[src/rtl/reg_file_rd_rsp_if.sv]
// rtl/reg_file_rd_rsp_if.sv - read-request / write / read-response bundle for reg_file_rd_rsp
//
// Purpose: groups the per-port read request and response handshakes and the
// single write port of the register file.
// Ports (signals):
//   reg_file_rd_req_vld/pkt/rdy  per-port read request (pkt.addr)
//   reg_file_wr_vld/addr/data    write port, never back-pressured
//   reg_file_rd_rsp_vld/pkt/rdy  per-port read response (pkt.data)
// Modports: master = requester/consumer side, slave = register file side.
interface reg_file_rd_rsp_if #(
  parameter int NUM_RD_PORTS = 2,
  parameter int DATA_W       = 32,
  parameter int ADDR_W       = 5
);
  typedef struct packed {
    logic [ADDR_W-1:0] addr;
  } reg_file_rd_req_pkt_t;

  typedef struct packed {
    logic [DATA_W-1:0] data;
  } reg_file_rd_rsp_pkt_t;

  logic                 [NUM_RD_PORTS-1:0] reg_file_rd_req_vld;
  reg_file_rd_req_pkt_t [NUM_RD_PORTS-1:0] reg_file_rd_req_pkt;
  logic                 [NUM_RD_PORTS-1:0] reg_file_rd_req_rdy;
  logic                                    reg_file_wr_vld;
  logic                 [ADDR_W-1:0]       reg_file_wr_addr;
  logic                 [DATA_W-1:0]       reg_file_wr_data;
  logic                 [NUM_RD_PORTS-1:0] reg_file_rd_rsp_vld;
  reg_file_rd_rsp_pkt_t [NUM_RD_PORTS-1:0] reg_file_rd_rsp_pkt;
  logic                 [NUM_RD_PORTS-1:0] reg_file_rd_rsp_rdy;

  modport master (
    output reg_file_rd_req_vld, reg_file_rd_req_pkt,
    output reg_file_wr_vld, reg_file_wr_addr, reg_file_wr_data,
    output reg_file_rd_rsp_rdy,
    input  reg_file_rd_req_rdy, reg_file_rd_rsp_vld, reg_file_rd_rsp_pkt
  );

  modport slave (
    input  reg_file_rd_req_vld, reg_file_rd_req_pkt,
    input  reg_file_wr_vld, reg_file_wr_addr, reg_file_wr_data,
    input  reg_file_rd_rsp_rdy,
    output reg_file_rd_req_rdy, reg_file_rd_rsp_vld, reg_file_rd_rsp_pkt
  );
endinterface

[src/rtl/reg_file_rd_rsp.sv]
// rtl/reg_file_rd_rsp.sv - multi-port register file with 1-cycle buffered read responses
//
// Purpose: 2^ADDR_W x DATA_W register file (r0 hard-wired to zero) with
// NUM_RD_PORTS independent read ports. Each port owns a one-entry response
// buffer; a read is accepted when that buffer is empty or draining this cycle,
// and its data is snapshotted at the accept edge (same-cycle write bypassed).
// Ports:
//   clk    rising-edge clock
//   reset  synchronous, active-high; clears registers and response buffers
//   bus    reg_file_rd_rsp_if.slave (read requests, write port, read responses)
module reg_file_rd_rsp #(
  parameter int NUM_RD_PORTS = 2,
  parameter int DATA_W       = 32,
  parameter int ADDR_W       = 5
) (
  input  logic                  clk,
  input  logic                  reset,
  reg_file_rd_rsp_if.slave      bus
);
  localparam int NUM_REGS = 2 ** ADDR_W;

  logic [DATA_W-1:0]       regs [NUM_REGS];
  logic [NUM_RD_PORTS-1:0] rsp_vld_q;
  logic [DATA_W-1:0]       rsp_data_q [NUM_RD_PORTS];
  logic [NUM_RD_PORTS-1:0] req_rdy;
  logic [NUM_RD_PORTS-1:0] accept;
  logic [DATA_W-1:0]       rd_data [NUM_RD_PORTS];

  // Buffer can take a new request when empty or when its current entry leaves now.
  assign req_rdy = ~rsp_vld_q | bus.reg_file_rd_rsp_rdy;
  assign accept  = bus.reg_file_rd_req_vld & req_rdy;

  assign bus.reg_file_rd_req_rdy = req_rdy;
  assign bus.reg_file_rd_rsp_vld = rsp_vld_q;

  for (genvar gp = 0; gp < NUM_RD_PORTS; gp++) begin : g_rsp_pkt
    assign bus.reg_file_rd_rsp_pkt[gp] = rsp_data_q[gp];
  end

  // Read value seen at the accept edge: r0 is zero, a write to the same
  // register in the same cycle is forwarded so the response is never stale.
  always_comb begin
    for (int p = 0; p < NUM_RD_PORTS; p++) begin
      rd_data[p] = regs[bus.reg_file_rd_req_pkt[p].addr];
      if (bus.reg_file_rd_req_pkt[p].addr == '0) begin
        rd_data[p] = '0;
      end else if (bus.reg_file_wr_vld &&
                   (bus.reg_file_wr_addr == bus.reg_file_rd_req_pkt[p].addr)) begin
        rd_data[p] = bus.reg_file_wr_data;
      end
    end
  end

  always_ff @(posedge clk) begin
    if (reset) begin
      for (int i = 0; i < NUM_REGS; i++) begin
        regs[i] <= '0;
      end
    end else if (bus.reg_file_wr_vld && (bus.reg_file_wr_addr != '0)) begin
      regs[bus.reg_file_wr_addr] <= bus.reg_file_wr_data;
    end
  end

  // Response buffer: load on accept, otherwise drain on handshake; while
  // stalled the snapshot is held regardless of later register writes.
  always_ff @(posedge clk) begin
    for (int p = 0; p < NUM_RD_PORTS; p++) begin
      if (reset) begin
        rsp_vld_q[p]  <= 1'b0;
        rsp_data_q[p] <= '0;
      end else if (accept[p]) begin
        rsp_vld_q[p]  <= 1'b1;
        rsp_data_q[p] <= rd_data[p];
      end else if (bus.reg_file_rd_rsp_rdy[p]) begin
        rsp_vld_q[p]  <= 1'b0;
      end
    end
  end
endmodule

[src/flat_wrapper.sv]
// flat-port wrapper written by rule: the top's interface ports become plain ports
module reg_file_rd_rsp_flat 
#(
  parameter int NUM_RD_PORTS = 2,
  parameter int DATA_W       = 32,
  parameter int ADDR_W       = 5
)
  (clk, reset, bus_reg_file_rd_req_vld, bus_reg_file_rd_req_pkt, bus_reg_file_wr_vld, bus_reg_file_wr_addr, bus_reg_file_wr_data, bus_reg_file_rd_rsp_rdy, bus_reg_file_rd_req_rdy, bus_reg_file_rd_rsp_vld, bus_reg_file_rd_rsp_pkt);
  reg_file_rd_rsp_if #(.NUM_RD_PORTS(NUM_RD_PORTS), .DATA_W(DATA_W), .ADDR_W(ADDR_W)) bus_i ();
  input  logic clk;
  input  logic reset;
  input wire logic [$bits(bus_i.reg_file_rd_req_vld)-1:0] bus_reg_file_rd_req_vld;
  input wire logic [$bits(bus_i.reg_file_rd_req_pkt)-1:0] bus_reg_file_rd_req_pkt;
  input wire logic [$bits(bus_i.reg_file_wr_vld)-1:0] bus_reg_file_wr_vld;
  input wire logic [$bits(bus_i.reg_file_wr_addr)-1:0] bus_reg_file_wr_addr;
  input wire logic [$bits(bus_i.reg_file_wr_data)-1:0] bus_reg_file_wr_data;
  input wire logic [$bits(bus_i.reg_file_rd_rsp_rdy)-1:0] bus_reg_file_rd_rsp_rdy;
  output wire logic [$bits(bus_i.reg_file_rd_req_rdy)-1:0] bus_reg_file_rd_req_rdy;
  output wire logic [$bits(bus_i.reg_file_rd_rsp_vld)-1:0] bus_reg_file_rd_rsp_vld;
  output wire logic [$bits(bus_i.reg_file_rd_rsp_pkt)-1:0] bus_reg_file_rd_rsp_pkt;
  assign bus_i.reg_file_rd_req_vld = bus_reg_file_rd_req_vld;
  assign bus_i.reg_file_rd_req_pkt = bus_reg_file_rd_req_pkt;
  assign bus_i.reg_file_wr_vld = bus_reg_file_wr_vld;
  assign bus_i.reg_file_wr_addr = bus_reg_file_wr_addr;
  assign bus_i.reg_file_wr_data = bus_reg_file_wr_data;
  assign bus_i.reg_file_rd_rsp_rdy = bus_reg_file_rd_rsp_rdy;
  assign bus_reg_file_rd_req_rdy = bus_i.reg_file_rd_req_rdy;
  assign bus_reg_file_rd_rsp_vld = bus_i.reg_file_rd_rsp_vld;
  assign bus_reg_file_rd_rsp_pkt = bus_i.reg_file_rd_rsp_pkt;
  reg_file_rd_rsp #(.NUM_RD_PORTS(NUM_RD_PORTS), .DATA_W(DATA_W), .ADDR_W(ADDR_W)) u_core (.clk(clk), .reset(reset), .bus(bus_i));
endmodule
[config.mk]
export PLATFORM = sky130hd
export DESIGN_NAME = reg_file_rd_rsp_flat
export DESIGN_NICKNAME = d
export VERILOG_FILES = /design/src/rtl/reg_file_rd_rsp_if.sv /design/src/rtl/reg_file_rd_rsp.sv /design/src/flat_wrapper.sv
export SDC_FILE = /design/constraint.sdc
export NUM_CORES = 2
export LEC_CHECK = 0
export CORE_ASPECT_RATIO = 0.75
export CORE_MARGIN = 8
export CORE_UTILIZATION = 55
export CTS_BUF_LIST = sky130_fd_sc_hd__clkbuf_4 sky130_fd_sc_hd__clkbuf_8 sky130_fd_sc_hd__clkbuf_16
export DETAILED_ROUTE_END_ITERATION = 6
export PLACE_DENSITY_LB_ADDON = 0.1
export SLEW_MARGIN = 40
export SYNTH_ARGS = -nofsm -noshare
export SYNTH_HDL_FRONTEND = slang
export SYNTH_SLANG_ARGS = --single-unit
[constraint.sdc]
create_clock -name clk -period 3.6 [get_ports clk]
set_clock_uncertainty 0.2 [all_clocks]
set_input_delay 1.08 -clock clk [delete_from_list [all_inputs] [get_ports clk]]
set_output_delay 1.08 -clock clk [all_outputs]
set_load 0.02 [all_outputs]
### After elaboration in Yosys (flattened, before gate mapping)

Memory sizes are Yosys's and may differ from the RTL's.
Cells that the tools add are included.

* register bits after elaboration: 2
* latch bits: 0
* bits in writable memories: 1088
* memory bits (read-only): 0
* input bits: 54
* output and inout port bits: 68
* logic and storage cells: 44
* memories: 2

Memories
* u_core.regs: depth 32, bits a word 32, read ports 2, clocked after Yosys merged registers in 0, wr ports 32, line reg_file_rd_rsp.sv:22 `logic [DATA_W-1:0] regs [NUM_REGS];`
* u_core.rsp_data_q: depth 2, bits a word 32, read ports 2, clocked after Yosys merged registers in 0, wr ports 2, line reg_file_rd_rsp.sv:24 `logic [DATA_W-1:0] rsp_data_q [NUM_RD_PORTS];`

* add/sub/neg operators: 0
* multiply operators: 0
* divide/modulo/power cells: 0
* order comparisons: 0
* equality and inequality tests: 2
* shift operators: 0
* multiplexer cells: 24
* bitwise gates (word level): 5
* reduce and logical (&&, ||, !) cells: 9

Operator list (number)
* $mux 32: 7
* $reduce_or 32->1: 1
* $mux 1: 16
* $eq 5x5->1: 2
* $logic_not 5->1: 2
* $mux 5: 1
* $reduce_bool 5->1: 1
* $reduce_bool 2->1: 2
* $logic_and 1x1->1: 3
* $and 2x2->2: 1
* $not 2->2: 1
* $or 1x1->1: 2
* $or 2x2->2: 1

### Longest topological paths before layout

* depth after elaboration: 7
* gate-level depth with buffers: 9
* gate-level depth less buffers: 5

### Worst setup path before layout

OpenSTA, ideal clock, no wires.

* path kind: input to register
* start: input bus_reg_file_rd_req_pkt[7]
* end: memory u_core.rsp_data_q[1][22], data pin
* setup time: 0.256 ns
* arrival time: 2.667 ns
* data required time: 3.144 ns
* path slack: 0.477 ns
* stages on the path: 7
* path buffers: 2
* cells stage by stage: buf_2 > buf_1 > mux4_2 > a22o_1 > a2111oi_1 > a21oi_1 > a22o_1

RTL lines
* start, declared: line flat_wrapper.sv:13 `input wire logic [$bits(bus_i.reg_file_rd_req_pkt)-1:0] bus_reg_file_rd_req_pkt;`
* end, declared: line reg_file_rd_rsp.sv:24

### Worst setup path after layout

* start: input bus_reg_file_rd_rsp_rdy[1]
* end: output bus_reg_file_rd_req_rdy[1]

* cells in the longest elaborated chain, start to end: 1

RTL lines
* start, declared: line flat_wrapper.sv:17 `input wire logic [$bits(bus_i.reg_file_rd_rsp_rdy)-1:0] bus_reg_file_rd_rsp_rdy;`
* $or 2x2->2: line reg_file_rd_rsp.sv:30 `assign req_rdy = ~rsp_vld_q | bus.reg_file_rd_rsp_rdy;`
* end, declared: line flat_wrapper.sv:18 `output wire logic [$bits(bus_i.reg_file_rd_req_rdy)-1:0] bus_reg_file_rd_req_rdy;`

Every way passes these cells.

==> results.md <==
| Result | Reported | Unit |
|---|---|---|
| Outcome | complete, but fails checks | - |
| Violated checks | design-rule violations | - |
| WS Path Type | input pin to output port | - |
| Count of endpoints failing hold in the final timing report | 0 | - |
| Critical Path Fanout Max | 2 | - |
| Antenna violations before repair | 20 | - |
| Worst hold path class | flop to flop | - |
| M1 wire length | 80.0 | mm |
| Num rows | 102 | - |
| Die height | 296 | um |
| Worst hold margin | 0.417 | ns |
| Power Total | 0.0315 | W |
| Sum of met3 wire segment lengths after detailed routing | 31.6 | mm |
| RePlAce Congestion | 0.936 | - |
| Final std cell area, no fill | 67500 | um2 |
| Synthesis-to-finish area growth | 17.4 | % |
| Portion of total power attributed to the clock network | 39.1 | % |
| Uppermost routed layer | met5 | - |
| Number of global-route vias before repair | 38.8k | - |
| Wire length of the first global-routing pass | 296 | mm |
| Cell with the largest stage delay on the worst path | clkdlybuf4s50_1 | - |
| Clock buffer count from CTS | 111 | - |
| Relative max-transition margin | 39.8 | % |
| Internal Dissipation | 0.0236 | W |
| Portion of synthesized cell area occupied by the leading cell type | 56.8 | % |
| Register clock-pin slew on the reported worst setup and hold paths | 0.06 | ns |
| Max frequency | 0.283 | GHz |
| Starting Density | 55.6 | % |
| Floorplan core area | 103000 | um2 |
| Cell count after synthesis | 4035 | - |
| Tcrit/Tclk final | 98.3 | % |
| Total routing usage reported by global routing | 36.2 | % |
| Deepest clock path buffer count | 3 | - |
| Final routed wire length divided by cell count | 36.9 | um |
| Startpoint of the lowest-slack hold path | u_core.bus.reg_file_rd_rsp_vld[0] | - |
| Setup Total Neg Slack | 0 | ns |
| Crit Reg-Reg Endpoint | u_core.rsp_data_q[1][2] | - |
| Via/cell ratio | 7.00 | - |
| Switching Power | 0.00783 | W |
| Detailed Route WL | 212 | mm |
| Max-cap violations | 0 | - |
| Die width | 389 | um |
| R2R Path Start | u_core.regs[15][2] | - |
| Summed instance area of the synthesized netlist | 57500 | um2 |
| Startpoint class of the critical path | input pin | - |
| Async S/R FF share, synth | 0 | % |
| Critical-path cell list | clkdlybuf4s50_1 > nand2b_1 > clkdlybuf4s50_1 | - |
| Leakage power | 24.3 | nW |
| Port Buf Inserts | 121 | - |
| First drt pass iteration count | 7 | - |
| Worst path buffer plus inverter count | 2 | - |
| Flip-flop and latch count after synthesis | 1090 | - |
| Net count of the finished layout | 4342 | - |
| Count of cell types in the netlist | 59 | - |
| Final routed DRC violation total | 4 | - |
| Endpoint of the worst hold path | u_core.bus.reg_file_rd_rsp_vld[0] | - |
| Max-slew violation count | 0 | - |
| Number of warning messages in the yosys log | 0 | - |
| Iter 0 DRT Violations | 6637 | - |
| Worst-case setup margin in the final layout | 0.0612 | ns |
| Pin count of the biggest net entering global routing | 64 | - |
| Gr ovfl total | 0 | - |
| Worst setup slack after placement | -0.0458 | ns |
| Actual slew at the worst max-slew pin | 0.900 | ns |
| Signal arrival time at the worst endpoint | 2.26 | ns |
| Total number of vias | 40.2k | - |
| Required time at the endpoint of the critical path | 2.32 | ns |
| Power share of the sequential group | 48.0 | % |
| Depth of the worst register-to-register path | 5 | - |
| Count of filler cells inserted in the layout | 7438 | - |
| Launching element of the worst setup path | bus_reg_file_rd_rsp_rdy[1] | - |
| Cell Area, Placed | 63600 | um2 |
| Power density over the cells | 466 | nW/um2 |
| Most frequent cell on the critical path | clkdlybuf4s50_1 | - |
| Avg Inst Size Synth | 14.2 | um2 |
| Fraction of final layout cells sized beyond drive strength 1 | 26.6 | % |
| Proportion of synthesized chip area in sequential cells | 56.9 | % |
| Most used flip-flop cell after synthesis | edfxtp_1 | - |
| Routed wl met2 | 89.6 | mm |
| RSZ-0062 raised after global routing | no | - |
| CTS tree | done | - |
| Cell at the root of the clock tree | clkbuf_16 | - |
| Total half-perimeter wirelength after legalization and detailed placement | 137 | mm |
| Crit path capture type | output port | - |
| H-tree depth | 3 | - |
| Hold bufs inserted after CTS | 0 | - |
| Clock latency on the worst-skew pair | 0.74 | ns |
| Largest vdd supply drop | 0.000434 | V |
| Top cells by area, synth | edfxtp_1, mux4_2, and2_1 | - |
| Longest individual stage delay on the worst path | 0.61 | ns |
| Sinks on Clock Net | 1090 | - |
| Number of placed I/O pins | 122 | - |
| Antenna-violating nets left | 0 | - |
| Cells on Worst Hold Path | 3 | - |
| Die Outline Area | 115000 | um2 |
| Kind of cell adding the most delay to the critical path | buffers and inverters | - |
| Final min period | 3.54 | ns |
| Area leader, netlist | edfxtp_1 | - |
| Share of total power in combinational logic | 12.9 | % |
| Slack of the worst reg-to-reg path | 1.25 | ns |
| Switching share of total power | 24.9 | % |
| Setup violations, final | 0 | - |
| Number of enable-type register cells in the synthesized netlist | 1088 | - |
==> worst max path at each step <==
stage	to	slack, ns	cells after the start
4_1_cts	bus_reg_file_rd_req_rdy[0]	0.05	3
5_1_grt	bus_reg_file_rd_req_rdy[1]	0.04	3
6_report	bus_reg_file_rd_req_rdy[1]	0.06	3
3_3_place_gp	u_core.rsp_data_q[0][25]	-0.09	8
3_5_place_dp	u_core.rsp_data_q[1][28]	-0.05	8
2_1_floorplan	u_core.rsp_data_q[1][22]	0.48	7
==> cell usage after synthesis (all sizes together), types with 2 or more instances <==
library cell / number
nor2b: 17
a21oi: 59
xnor2: 2
a31oi: 3
a21o: 5
nor2: 50
o22a: 20
mux2: 135
o221ai: 58
nand3b: 8
dfxtp: 2
nor3b: 2
or3b: 4
nand2: 136
a311oi: 11
a221oi: 3
xor2: 8
or2: 32
nor3: 4
nor4: 3
edfxtp: 1088
clkbuf: 273
a22oi: 46
a211oi: 17
a32o: 3
o22ai: 78
nand2b: 10
nand4: 24
mux4: 341
o21ai: 72
a22o: 70
inv: 6
mux2i: 238
or3: 3
nand3: 28
a221o: 7
a21boi: 3
buf: 149
and2: 996
a2111oi: 14
==> state kept, by name (all words and copies together), names as in the netlist <==
| name | cells |
|---|---|
| u_core.bus.reg_file_rd_rsp_vld | 2 |
| u_core.rsp_data_q | 64 |
| u_core.regs | 1024 |
==> stage by stage <==
| step | std cells | util (%) |
|---|---|---|
| after detailed placement | 5527 | 61.6 |
| after floorplan | 4066 | - |
| after CTS | 5735 | 65.3 |
| after global placement | 5526 | 61.5 |
| after global routing | 5737 | 65.3 |
| final | 5744 | 65.3 |
==> cells in the final DEF, fill, tap and decap left out, types with 11 or more instances in the layout <==
master and instances:
clkinv_2 19, mux2_2 132, nand4_1 24, o21ai_0 66
a21oi_1 59, mux4_2 340, a311oi_1 11, clkinv_1 28
nand2_1 134, o22a_1 20, nor2b_1 12, clkdlybuf4s50_1 108
nand3_1 28, o221ai_1 58, buf_12 129, a22o_1 70
or2_2 32, edfxtp_1 1088, buf_4 283, conb_1 32
nor2_1 16, o22ai_1 78, clkbuf_16 115, a211oi_1 15
bufinv_16 17, and2_1 996, mux2i_1 238, nor2_4 33
a22oi_1 46, clkbuf_4 22
==> layer usage <==
metal | vias to the layer above | GRT usage [%]
met5 | - | 0.661
met4 | 6 | 15.7
met3 | 601 | 12.0
met2 | 3409 | 52.1
met1 | 20300 | 50.4
li1 | 15900 | -
==> kinds of logic after synthesis <==
kind of cell | Yosys count | synth area share (%)
and+or+nand+nor | 1321 | 13.6
DFF | 1090 | 56.9
muxes | 714 | 20.2
other | 1 | 0.00652
buffers and inverters | 428 | 3.35
AOI/OAI and AO/OA | 471 | 5.87
xor gates and xnor gates | 10 | 0.152
==> power by group through the flow <==
stage	Sequential, W	Clock (W)	Combinational (W)
after detailed placement	0.0154	0	0.00396
final	0.0151	0.0123	0.00406
after global routing	0.0152	0.0128	0.00416
after CTS	0.0151	0.0123	0.00397
after global placement	0.0153	0	0.00394
after floorplan	0.0153	0	0.00212
==> what timing repair did <==
item | 4_1_cts | 5_1_grt
setup endpoints to repair | 0 | 1
endpoints found under the hold margin | 0 | 0
buffers inserted | 0 | 0
gates resized for setup | 0 | 1
==> layout make-up <==
type | count | area [um2] | area share (%)
antenna | 9 | 22.5 | 0.0334
clock buffer | 137 | 3040 | 4.51
clock inverter | 71 | 777 | 1.15
inverter | 6 | 25.0 | 0.0371
multi-input combinational | 2548 | 23300 | 34.5
sequential | 1090 | 32700 | 48.5
tap | 1352 | 1690 | 2.51
timing repair buffer | 531 | 5910 | 8.76
==> tightest hold or removal path, cell delays in order, from the launching register on <==
cell and delay (ns):
dfxtp_1 0.31, nand2b_1 0.09, buf_4 0.12, a21oi_1 0.05
Power figures use the tool's default switching activity.
